$ cat config.mk
export PLATFORM = sky130hd
export DESIGN_NAME = dnn_param_loader_flat
export DESIGN_NICKNAME = d
export VERILOG_FILES = /design/src/rtl/dnn_param_loader_pkg.sv /design/src/rtl/dnn_param_loader_if.sv /design/src/rtl/dnn_param_loader.sv /design/src/flat_wrapper.sv
export SDC_FILE = /design/constraint.sdc
export NUM_CORES = 1
export LEC_CHECK = 0
export ABC_AREA = 1
export CORE_UTILIZATION = 50
export CTS_CLUSTER_SIZE = 30
export DETAILED_ROUTE_END_ITERATION = 10
export MAX_ROUTING_LAYER = met4
export PLACE_DENSITY = 0.78
export RECOVER_POWER = 100
export SYNTH_ARGS = -nofsm -noshare
export SYNTH_HDL_FRONTEND = slang
export SYNTH_SLANG_ARGS = --single-unit
$ cat constraint.sdc
create_clock -name clk -period 1.32 [get_ports clk]
set_input_delay 0.264 -clock clk [delete_from_list [all_inputs] [get_ports clk]]
set_output_delay 0.264 -clock clk [all_outputs]
set_load 0.005 [all_outputs]
$ cat src/rtl/dnn_param_loader_pkg.sv
// Shared types and memory-map defaults for the DNN parameter loader.
// Checksum states are present only when DNN_LOADER_CHECKSUM_EN is defined.
package dnn_pkg;

  localparam int BYTE_W = 8;
  localparam int WORD_W = 16;

  localparam int          DEF_ADDR_WIDTH = 17;
  localparam int unsigned DEF_ADDR_BASE  = 32'h0_0000;
  localparam int unsigned DEF_WORD_COUNT = 32'h0_2BBE;

  typedef enum logic [2:0] {
    IDLE,
    LO,
    HI,
    WR,
    FIN
`ifdef DNN_LOADER_CHECKSUM_EN
    ,
    CHK_LO,
    CHK_HI
`endif
  } loader_state_t;

endpackage

$ cat src/rtl/dnn_param_loader_if.sv
// Byte stream in and memory write port out of the parameter loader.
// master = stream source / memory side, slave = the loader.
interface dnn_param_loader_if
  import dnn_pkg::*;
#(
  parameter int ADDR_WIDTH = DEF_ADDR_WIDTH
);
  logic                     in_valid;
  logic [BYTE_W-1:0]        in_byte;
  logic                     in_ready;
  logic                     wr_en;
  logic [ADDR_WIDTH-1:0]    wr_addr;
  logic signed [WORD_W-1:0] wr_data;

  modport master (
    output in_valid, in_byte,
    input  in_ready, wr_en, wr_addr, wr_data
  );

  modport slave (
    input  in_valid, in_byte,
    output in_ready, wr_en, wr_addr, wr_data
  );
endinterface

$ cat src/rtl/dnn_param_loader.sv
// Loads little-endian 16-bit parameter words from a byte stream into memory,
// then starts the inference engine. Optional checksum: DNN_LOADER_CHECKSUM_EN.
//
// state  | meaning
// IDLE   | waiting for load_start
// LO     | accepting low byte of a word
// HI     | accepting high byte; word registered on transfer
// WR     | one-cycle memory write, advance address/counter
// CHK_LO | accepting low byte of checksum word (macro only)
// CHK_HI | accepting high byte of checksum word (macro only)
// FIN    | set done, pulse engine_start
module dnn_param_loader
  import dnn_pkg::*;
#(
  parameter int          ADDR_WIDTH = DEF_ADDR_WIDTH,
  parameter int unsigned ADDR_BASE  = DEF_ADDR_BASE,
  parameter int unsigned WORD_COUNT = DEF_WORD_COUNT
) (
  input  logic                clk,
  input  logic                rst,
  input  logic                load_start,
  input  logic                abort,
  dnn_param_loader_if.slave   bus,
  output logic                busy,
  output logic                done,
  output logic                engine_start
`ifdef DNN_LOADER_CHECKSUM_EN
  ,
  output logic                chk_err
`endif
);

  // Counter is one bit wider so a full 2^ADDR_WIDTH load still fits.
  localparam logic [ADDR_WIDTH:0]   LAST_CNT = (ADDR_WIDTH+1)'(WORD_COUNT - 1);
  localparam logic [ADDR_WIDTH-1:0] BASE     = ADDR_WIDTH'(ADDR_BASE);

  loader_state_t state, state_nxt;

  logic [ADDR_WIDTH:0]      cnt;
  logic [ADDR_WIDTH-1:0]    addr;
  logic [BYTE_W-1:0]        lo_byte;
  logic [ADDR_WIDTH-1:0]    wr_addr_q;
  logic signed [WORD_W-1:0] wr_data_q;
  logic                     done_q;
  logic                     in_ready_c;
  logic                     wr_en_c;
  logic                     busy_c;
  logic                     engine_start_c;
  logic                     xfer;
  logic                     last_word;
  logic                     err_flag;

`ifdef DNN_LOADER_CHECKSUM_EN
  logic [WORD_W-1:0] sum;
  logic              chk_err_q;
  assign err_flag = chk_err_q;
  assign chk_err  = chk_err_q;
`else
  assign err_flag = 1'b0;
`endif

  assign xfer      = bus.in_valid && in_ready_c;
  assign last_word = (cnt == LAST_CNT);

  always_ff @(posedge clk or negedge rst) begin
    if (!rst) begin
      state <= IDLE;
    end else begin
      state <= state_nxt;
    end
  end

  always_comb begin
    state_nxt      = state;
    in_ready_c     = 1'b0;
    wr_en_c        = 1'b0;
    busy_c         = 1'b1;
    engine_start_c = 1'b0;
    case (state)
      IDLE: begin
        busy_c = 1'b0;
        if (load_start) state_nxt = LO;
      end
      LO: begin
        in_ready_c = !abort;
        if (abort)             state_nxt = IDLE;
        else if (bus.in_valid) state_nxt = HI;
      end
      HI: begin
        in_ready_c = !abort;
        if (abort)             state_nxt = IDLE;
        else if (bus.in_valid) state_nxt = WR;
      end
      WR: begin
        wr_en_c = 1'b1;
        if (abort)          state_nxt = IDLE;
`ifdef DNN_LOADER_CHECKSUM_EN
        else if (last_word) state_nxt = CHK_LO;
`else
        else if (last_word) state_nxt = FIN;
`endif
        else                state_nxt = LO;
      end
`ifdef DNN_LOADER_CHECKSUM_EN
      CHK_LO: begin
        in_ready_c = !abort;
        if (abort)             state_nxt = IDLE;
        else if (bus.in_valid) state_nxt = CHK_HI;
      end
      CHK_HI: begin
        in_ready_c = !abort;
        if (abort)             state_nxt = IDLE;
        else if (bus.in_valid) state_nxt = FIN;
      end
`endif
      FIN: begin
        engine_start_c = !abort && !err_flag;
        state_nxt      = IDLE;
      end
      default: state_nxt = IDLE;
    endcase
  end

  always_ff @(posedge clk or negedge rst) begin
    if (!rst) begin
      cnt       <= '0;
      addr      <= '0;
      lo_byte   <= '0;
      wr_addr_q <= '0;
      wr_data_q <= '0;
      done_q    <= 1'b0;
`ifdef DNN_LOADER_CHECKSUM_EN
      sum       <= '0;
      chk_err_q <= 1'b0;
`endif
    end else begin
      case (state)
        IDLE: begin
          if (load_start) begin
            cnt    <= '0;
            addr   <= BASE;
            done_q <= 1'b0;
`ifdef DNN_LOADER_CHECKSUM_EN
            sum       <= '0;
            chk_err_q <= 1'b0;
`endif
          end
        end
        LO: if (xfer) lo_byte <= bus.in_byte;
        HI: begin
          if (xfer) begin
            wr_data_q <= $signed({bus.in_byte, lo_byte});
            wr_addr_q <= addr;
          end
        end
        WR: begin
          addr <= addr + 1'b1;
          cnt  <= cnt + 1'b1;
`ifdef DNN_LOADER_CHECKSUM_EN
          sum  <= sum + $unsigned(wr_data_q);
`endif
        end
`ifdef DNN_LOADER_CHECKSUM_EN
        CHK_LO: if (xfer) lo_byte <= bus.in_byte;
        CHK_HI: if (xfer) chk_err_q <= ({bus.in_byte, lo_byte} != sum);
`endif
        FIN: if (!abort) done_q <= 1'b1;
        default: ;
      endcase
    end
  end

  assign bus.in_ready = in_ready_c;
  assign bus.wr_en    = wr_en_c;
  assign bus.wr_addr  = wr_addr_q;
  assign bus.wr_data  = wr_data_q;
  assign busy         = busy_c;
  assign done         = done_q;
  assign engine_start = engine_start_c;

endmodule

$ cat src/flat_wrapper.sv
// flat-port wrapper written by rule: the top's interface ports become plain ports
module dnn_param_loader_flat import dnn_pkg::*;
#(
  parameter int          ADDR_WIDTH = DEF_ADDR_WIDTH,
  parameter int unsigned ADDR_BASE  = DEF_ADDR_BASE,
  parameter int unsigned WORD_COUNT = DEF_WORD_COUNT
)
  (clk, rst, load_start, abort, busy, done, engine_start, bus_in_valid, bus_in_byte, bus_in_ready, bus_wr_en, bus_wr_addr, bus_wr_data);
  dnn_param_loader_if #(.ADDR_WIDTH(ADDR_WIDTH)) bus_i ();
  input  logic clk;
  input  logic rst;
  input  logic load_start;
  input  logic abort;
  output logic busy;
  output logic done;
  output logic engine_start;
  input wire logic [$bits(bus_i.in_valid)-1:0] bus_in_valid;
  input wire logic [$bits(bus_i.in_byte)-1:0] bus_in_byte;
  output wire logic [$bits(bus_i.in_ready)-1:0] bus_in_ready;
  output wire logic [$bits(bus_i.wr_en)-1:0] bus_wr_en;
  output wire logic [$bits(bus_i.wr_addr)-1:0] bus_wr_addr;
  output wire logic [$bits(bus_i.wr_data)-1:0] bus_wr_data;
  assign bus_i.in_valid = bus_in_valid;
  assign bus_i.in_byte = bus_in_byte;
  assign bus_in_ready = bus_i.in_ready;
  assign bus_wr_en = bus_i.wr_en;
  assign bus_wr_addr = bus_i.wr_addr;
  assign bus_wr_data = bus_i.wr_data;
  dnn_param_loader #(.ADDR_WIDTH(ADDR_WIDTH), .ADDR_BASE(ADDR_BASE), .WORD_COUNT(WORD_COUNT)) u_core (.clk(clk), .rst(rst), .load_start(load_start), .abort(abort), .bus(bus_i), .busy(busy), .done(done), .engine_start(engine_start));
endmodule
==> reports/metrics.yaml <==
drt:
  vias_per_cell: 5.77
  drt-wirelength-per-cell_microns: 20.0
  firstDrtPassIters: 5
  post-route-drc-count: 0
  num_vias: 4161
  drt_iter0_markers: 417
  totalWireLength_microns: 14400
  detail-route-antenna-nets: 0
placement:
  gp_congestion: 0.869
  portBuffers: 50
  dp_cells: 645
  hpwl_microns: 6270
global_routing:
  overflow: 0
  grt_max_degree: 81
  grt_antenna_before_repair: 0
  grtUsageMet2_pct: 50.6
  grt_pass1_wl_microns: 18900
  grtUsageMet3_pct: 4.80
  grt_pass1_vias: 3858
  grt.total_usage_pct: 30.5
  grt-busiest-layer: "met2"
  met1_usage_pct: 36.1
sta:
  finClkSkew_ns: 0.0164
  setup_viol: 88
  rsz0062_at_grt: "yes"
  hold_ws_ns: 0.468
  final_hold_viol_count: 0
  drv_slew: 0
  period_minus_slack_ns: 1.62
  slew_headroom_pct: 50.6
  final.period_utilization_pct: 123
  worst_pin_slew_ns: 0.740
  max_freq_mhz: 616
  setup_ws_ns: -0.304
power:
  power.density_nw_per_um2: 1430
  vdd_drop_max_mv: 0.962
  p_leak_uw: 0.00311
final_layout:
  diodes: 0
  multi_input_area_sq_um: 2100
  syn2layout_area_growth_pct: 59.6
  fin_util_pct: 84.0
  nFillCells: 334
  fin_cells: 721
  nets: 633
  regArea_sq_um: 2000
  final_cell_mix: "79 x nand2_1, 79 x dfrtp_1, 68 x buf_4, 57 x inv_1, 29 x o21ai_2"
  drive_gt1_share_pct: 40.8
clock_tree:
  insertion_delay_ns: 0.38
  cts_made_buffers: 9
  cts.htree.levels: 3
  clock_path_buffers: 2
  numClockSinks: 80
  ctsRootBufferMaster: "clkbuf_8"
  path_clk_slew_ns: 0.10
  cts_tree: "done"
die:
  chipHeight_microns: 90.3
  initial_core_util_pct: 52.6
  design.core.area_sq_um: 7410
  pin_count: 51
  die_w_microns: 90.3
  rows: 31
  fp.dieArea_sq_um: 8150
synth:
  synth_cell_types: 29
  synth_area_per_cell_sq_um: 8.45
  synthesis.nets: 477
  ys_warn_count: 0
  ys_seq_area_share_pct: 51.4
  syn-cell-area_sq_um: 3900
  ys_ff_latch: 80
  netlist_instances: 461
worst_setup_path:
  ff2ff_setup_slack_ns: -0.30
  end_kind: "flop"
  crit_required_ns: 1.59
  crit_path_start_kind: "flop"
  critPathArrivalTime_ns: 1.89
  r2r_cells: 8
  crit_type: "flop to flop"
  cp_max_fo: 4
min_path:
  whs_path_depth: 3
  hp-class: "primary input to flop"
run_status:
  status: "finished, violations left"
  violations: "negative setup slack"
run:
  cap_violations: 0
cell usage after synthesis (all sizes together):
cell      n  share of area [%]
nor3      7                1.0
a22oi     1               0.19
nand2   121                 12
o31ai     1               0.19
o21ai    63                9.1
nand3b    2               0.39
clkbuf    1              0.096
nor2     40                4.2
and2      2               0.32
dfrtp    80                 51
a21oi    10                1.3
nand3    31                4.4
o22ai     3               0.48
inv      68                6.6
mux2      9                3.5
nand4    10                1.6
ha        3               0.96
buf       9                2.1
worst paths after layout:
path,start,endpoint
setup / recovery,u_core.state[2],u_core.cnt[17]
hold / removal,bus_in_byte[0],u_core.bus.wr_data[8]
setup reg to reg,u_core.state[2],u_core.cnt[17]
hold reg to reg,u_core.done,u_core.done
max in group asynchronous,rst,u_core.cnt[7]
min in group asynchronous,rst,u_core.bus.wr_data[5]
power by group:
group	total, uW	internal [uW]	switching [uW]
clock network	2040	992	1050
registers	3240	2900	334
logic	3650	1930	1720
total	8930	5820	3100
what timing repair did:
item / 4_1_cts / 5_1_grt
setup buffers: 33 / 20
hold endpoints to repair: 80 / 0
hold buffers: 1 / 0
resized for setup: 196 / 84
endpoints found under the setup margin: 107 / 98
pin swaps: 26 / 17
gates cloned: 6 / 1
metal layers:
metal / part of all wire, % / up-vias / wire, microns
met5: 0 / - / 0
met4: 6.6 / 0 / 947
met3: 6.2 / 99 / 898
met2: 51 / 297 / 7330
met1: 36 / 1960 / 5260
li1: - / 1805 / -
layout make-up:
class                   instances  area share [%]
well taps                      99            1.99
clock inverters                 5            1.03
flip-flops and latches         80            32.2
clock buffers                  11            2.43
repair buffers                153            24.0
multi-input cells             305            33.7
inverters                      68            4.67
metrics by stage:
stage               power, uW  setup WS [ns]  instance area, sq um  setup TNS (ns)
floorplan                4140        0.00133                  3900               0
global placement         5280         -0.563                  4810          -22.88
detailed placement       5390         -0.593                  4810          -25.50
CTS                      8040         -0.245                  5730           -9.64
global route             9240         -0.378                  6220          -17.81
finish                   8930         -0.304                  6220          -14.93
sequential cells by signal (all words and copies together) (netlist names):
name                flops
u_core.addr            17
u_core.state            3
u_core.bus.wr_data     16
u_core.lo_byte          8
u_core.bus.wr_addr     17
u_core.done             1
u_core.cnt             18
critical path, cell delays in order, from the launching register on:
cell and delay, ns:
dfrtp_1 0.43, buf_6 0.15, nor2_4 0.15, buf_6 0.14, buf_6 0.11, nand4_1 0.18, nor2_1 0.14, nand2_1 0.08
and2_1 0.14
kinds of logic after synthesis:
kind of cell / after synthesis / synth area share (%)
multiplexers: 9 / 3.47
flip-flops: 80 / 51.4
adder cells (fa/ha/maj): 3 / 0.963
AND/OR/NAND/NOR: 213 / 24.2
AO/OA/AOI/OAI: 78 / 11.2
buffers and inverters: 78 / 8.83
Power figures use the tool's default switching activity.
==> edit 1: new RTL, same flow settings <==
Reset style: synchronous (`rst`), changed in 2 clocked blocks.
--- a/src/rtl/dnn_param_loader.sv
+++ b/src/rtl/dnn_param_loader.sv
@@ -62,7 +62,7 @@
   assign xfer      = bus.in_valid && in_ready_c;
   assign last_word = (cnt == LAST_CNT);
 
-  always_ff @(posedge clk or negedge rst) begin
+  always_ff @(posedge clk) begin
     if (!rst) begin
       state <= IDLE;
     end else begin
@@ -121,7 +121,7 @@
     endcase
   end
 
-  always_ff @(posedge clk or negedge rst) begin
+  always_ff @(posedge clk) begin
     if (!rst) begin
       cnt       <= '0;
       addr      <= '0;
Check against the original RTL: differs if rst is asserted again (counterexample within 4 cycles, from zero or initial values and one cycle with rst low); with rst held inactive, the same outputs for 10 cycles.
==> edit 1 against the unedited design <==
  * The flow still finishes with violations (negative setup slack)
  * Via count fell by 3.8%
  * Die area fell by 3.3%
  * Synthesized cell count rose by 14%
  * Sequential share of layout area fell by 1.6 points
  * Worst setup slack improved by 31 ps
  * Utilization fell by 11 points
  * Sequential cell count did not move
  * Design area fell by 14%
  * Routed wire length fell by 21%
  * Area after synthesis fell by 3.3%
  * Fmax rose by 2.0%
  * Largest cell class unchanged
Power is not compared: it rests on default switching activity, and its combinational part moved more than twofold at a synthesized area within 25%.
==> edit 1: results (changes against the unedited design) <==
| Metric | Value |
|---|---|
| Status | `finished with violations` |
| Violations in the final reports | `negative setup slack` |
| Net count reported at finish | `649 (+2.5%)` |
| Final Skew | `12.2 ps (-4.25 ps)` |
| Fin cells | `737 (+2.2%)` |
| Initial antenna violation count | `0 (unchanged)` |
| Register clock-pin slew on the reported worst setup and hold paths | `100 ps (about the same)` |
| Async set or reset register ratio after synthesis | `0 (-1.00)` |
| Vias in the first global route | `3628 (-6.0%)` |
| Worst skew pair latency | `370 ps` |
| Vias post-DR | `4001 (-3.8%)` |
| WL final | `11400 um (-21%)` |
| Worst Tran Pin Value | `622 ps (-118 ps)` |
| GPL Wtd Cong | `0.881 (+1.5%)` |
| Sequential cell area fraction in the yosys report | `0.425 (-0.0885)` |
| Max reg flops | `18 (unchanged)` |
| Initial DRC Count | `321 (-23%)` |
| Total CTS buffers | `9 (unchanged)` |
| Largest net degree at the start of global routing | `34 (-58%)` |
| Peak VDD IR | `0.635 mV` |
| Clk buf depth | `2 (unchanged)` |
| Critical Path Start | `u_core.state[2]` |
| Antenna diodes | `0 (unchanged)` |
| Critical R2R Launch | `u_core.state[2]` |
| # fillers | `543 (+63%)` |
| DRC | `0 (unchanged)` |
| Placed cells | `702 (+8.8%)` |
| Cell Area, Placed | `4630 um^2 (-3.6%)` |
| Setup WS pre-CTS | `-547 ps (+45.5 ps)` |
| Number of synthesized register bits | `80 (unchanged)` |
| Worst setup margin | `-273 ps (+31.1 ps)` |
| TNS Setup | `-12700 ps (+2220 ps)` |
| Crit-path slowest cell | `dfxtp_4` |
| Mapped Nets | `542 (+14%)` |
| Post-DP HPWL | `6290 um (+0.35%)` |
| Worst path top cell family by delay | `buffers and inverters` |
| Top cells by count, synth | `99 x nand2_1, 80 x dfxtp_1, 68 x inv_1, 64 x a21oi_1, 57 x o21ai_0` |
| Share of cells above drive strength 1 | `0.287 (-0.122)` |
| Worst hold slack | `369 ps (-98.3 ps)` |
| Cells after synthesis | `526 (+14%)` |
| Top area cells in the synthesized netlist | `dfxtp_1 43%, nand2_1 9.9%, a21oi_1 8.5%` |
| First-pass DRT Iterations | `5 (unchanged)` |
| GRT Total Usage | `0.278 (-0.0270)` |
| Hold_sp | `rst` |
| Netlist cell types | `38 (+31%)` |
| Final count of negative-setup-slack endpoints | `74 (-16%)` |
| Slowest stage delay, CP | `370 ps (-60 ps)` |
| Critical-path maximum fanout | `33 (+29)` |
| Global-route wire length before repair | `16400 um (-13%)` |
| H-tree levels | `3 (unchanged)` |
| Switching Fraction | `0.265` |
[edit 1: per-layer routing]
metal | track usage | part of all wire | vias to the layer above
met5 | - | 0 | -
met4 | 0.122 | 0.027 | 0
met3 | 0.0476 | 0.066 | 34
met2 | 0.488 | 0.51 | 210
met1 | 0.308 | 0.40 | 1841
li1 | - | - | 1916
[edit 1: cells by family (layout without fill, tap and decap cells)]
kind of cell,after synthesis,count (layout),share of synthesized area
flip-flops,80,80,0.425
buffers and inverters,98,210,0.115
AO/OA/AOI/OAI,135,135,0.189
adder cells (fa/ha/maj),3,3,0.00996
AND/OR/NAND/NOR,210,210,0.261
[edit 1: path summary, 6_finish.rpt]
| check | endpoint | cells past startpoint |
|---|---|---|
| setup / recovery | u_core.bus.wr_addr[3] | 8 |
| hold / removal | u_core.lo_byte[3] | 4 |
| setup reg to reg | u_core.bus.wr_addr[3] | 8 |
| hold reg to reg | u_core.bus.wr_data[8] | 2 |
[edit 1: power by group through the flow]
stage	Clock (mW)	Combinational, mW	Sequential, mW
2_1_floorplan	0	0.204	2.52
3_3_place_gp	0	0.396	2.52
3_5_place_dp	0	0.410	2.52
4_1_cts	2.14	0.521	2.46
5_1_grt	2.28	0.627	2.47
6_report	2.16	0.591	2.46
[edit 1: final cells by class]
cell class	instances	area [um^2]	share of cell area
clock buffer	9	124	0.0233
clock inverter	7	109	0.0204
inverter	77	312	0.0585
multi-input combinational	348	1930	0.363
sequential	80	1630	0.306
tap	99	124	0.0233
timing repair buffer	116	1090	0.204
timing repair inverter	1	8.76	0.00165
[edit 1: repair_timing]
action / CTS / global route
endpoints found under the hold margin: 0 / 0
buffers inserted: 9 / 8
setup endpoints to repair: 113 / 83
resized for setup: 123 / 51
cloned: 3 / 1
pin swaps: 11 / 13
==> edit 2: new RTL, same flow settings <==
Without the edit above. Set the package constant `DEF_WORD_COUNT` to 32'h015DF (it was 32'h0_2BBE).
--- a/src/rtl/dnn_param_loader_pkg.sv
+++ b/src/rtl/dnn_param_loader_pkg.sv
@@ -7,7 +7,7 @@
 
   localparam int          DEF_ADDR_WIDTH = 17;
   localparam int unsigned DEF_ADDR_BASE  = 32'h0_0000;
-  localparam int unsigned DEF_WORD_COUNT = 32'h0_2BBE;
+  localparam int unsigned DEF_WORD_COUNT = 32'h015DF;
 
   typedef enum logic [2:0] {
     IDLE,
Check against the original RTL: no difference found for any inputs over 10 cycles, from zero or initial values and one cycle with rst low; that may be too few to reach the edited logic, so the function may still have changed.
==> edit 2 against the unedited design <==
  * The run still ends with negative setup slack left
  * Power decreased by 6.3%
  * Worst setup slack got worse by 56 ps
  * First-iteration DRC count decreased by 19%
  * Critical path depth decreased by 3
  * Routed wire length decreased by 8.9%
  * Sequential cell count unchanged
  * Design area decreased by 2.3%
  * Area after synthesis increased by 1.3%
  * Critical path type is now reg2out
  * Largest power group is now registers
  * Highest routed layer unchanged
==> edit 2: results (changes against the unedited design) <==
| Metric | Value |
|---|---|
| Hold_sp | `bus_in_byte[6]` |
| Initial DRC Count | `339 (-19%)` |
| Critical-path maximum fanout | `3 (-1)` |
| DR WL/cell | `17.7 um (-12%)` |
| Reg2reg setup slack | `-300 ps` |
| Worst setup margin | `-360 ps (-56.1 ps)` |
| Placed cells | `691 (+7.1%)` |
| Reg-to-Reg End | `u_core.state[0]` |
| Reg power frac | `0.388 (+0.025)` |
| Status | `finished with violations` |
| Sequential cell area fraction in the yosys report | `0.507 (-0.00683)` |
| Total CTS buffers | `9 (unchanged)` |
| Worst hold slack | `482 ps (+14.1 ps)` |
| WP data arrival | `1420 ps (-470 ps)` |
| Hold Crit Depth | `3 (unchanged)` |
| First-pass DRT Iterations | `5 (unchanged)` |
| Global-route wire length before repair | `17500 um (-7.7%)` |
| Die W | `90.9 um (+0.65%)` |
| Vias post-DR | `4173 (+0.29%)` |
| Switching Fraction | `0.354 (+0.00669)` |
| Cells after synthesis | `503 (+9.1%)` |
| Hold Buf Count CTS | `1 (unchanged)` |
| Worst Reg-to-Reg Cells | `10 (+2)` |
| Crit-path slowest cell | `dfrtp_2` |
| GRT Total Usage | `0.277 (-0.0274)` |
| Net count reported at finish | `652 (+3.0%)` |
| Mapped Nets | `519 (+8.8%)` |
| Synth Area in XOR/XNOR | `0.00443 (+0.00443)` |
| Peak VDD IR | `0.797 mV (-17%)` |
| Final count of negative-setup-slack endpoints | `82 (-6.8%)` |
| Top cells by count, synth | `150 x nand2_1, 80 x dfrtp_1, 61 x inv_1, 46 x nand3_1, 41 x nor2_1` |
| Largest net degree at the start of global routing | `33 (-59%)` |
| H-tree levels | `3 (unchanged)` |
| Worst path top cell family by delay | `flip-flops` |
| Post-Synth Adder-Cell Area | `0.00950 (-0.000128)` |
| WL final | `13100 um (-8.9%)` |
| Setup Fix Bufs, Post-CTS | `21 (-36%)` |
| Post-synth top flop | `dfrtp_1` |
| Violations in the final reports | `negative setup slack` |
| GPL Wtd Cong | `0.906 (+4.4%)` |
| Max reg flops | `18 (unchanged)` |
| Multiplexer area fraction after synthesis | `0 (-0.0347)` |
| CP Capture Point | `busy` |
| Comb power frac | `0.376 (-0.033)` |
| Netlist cell types | `28 (-3.4%)` |
| Leak Pwr | `2.94 nW (-5.4%)` |
| Share of cells above drive strength 1 | `0.382 (-0.0261)` |
| Crit path launch type | `register` |
| Top area cells in the synthesized netlist | `dfrtp_1 51%, nand2_1 14%, nand3_1 5.8%` |
| Register clock-pin slew on the reported worst setup and hold paths | `100 ps (about the same)` |
| Hold path endpoint | `u_core.bus.wr_data[14]` |
| Final Skew | `20.2 ps (+3.83 ps)` |
| Slowest stage delay, CP | `450 ps (+20 ps)` |
| Number of gates resized after cts | `84 (-57%)` |
| Worst Tran Pin Value | `745 ps (+4.82 ps)` |
| Vias in the first global route | `3714 (-3.7%)` |
| Post-synthesis compound-gate area fraction | `0.0972 (-0.0148)` |
| Post-DP HPWL | `6740 um (+7.6%)` |
| Cell Area, Placed | `4880 um^2 (+1.5%)` |
==> edit 2: cell types whose count changed after synthesis, moves of 4 or more <==
cell     delta
nor2_1      +4
o21ai_2     -6
o21ai_0    -12
nand3_1    +18
mux2_4      -9
o21ai_1    +21
a21oi_1     -6
nand2_1    +33
==> edit 2: final cells by class <==
class | instances | area (um^2)
clock inverters | 7 | 86.3
flip-flops and latches | 80 | 2010
multi-input cells | 345 | 2150
repair buffers | 134 | 1300
clock buffers | 9 | 124
inverters | 66 | 280
well taps | 102 | 128
fillers | 425 | 1610
==> edit 2: per-stage QoR <==
stage	setup WS [ps]	TNS (ps)	total power, mW	util
floorplan	7.53	0	3.98	-
global placement	-452	-16920	5.17	0.635
detailed placement	-485	-18900	5.24	0.635
CTS	-362	-18380	7.39	0.712
global route	-395	-19410	8.69	0.791
finish	-360	-14830	8.37	0.791
==> edit 2: per-layer routing <==
metal / track usage / routed length [um]
met3: 0.0404 / 817
met1: 0.342 / 4880
met5: - / 0
met2: 0.451 / 6920
met4: 0.131 / 528
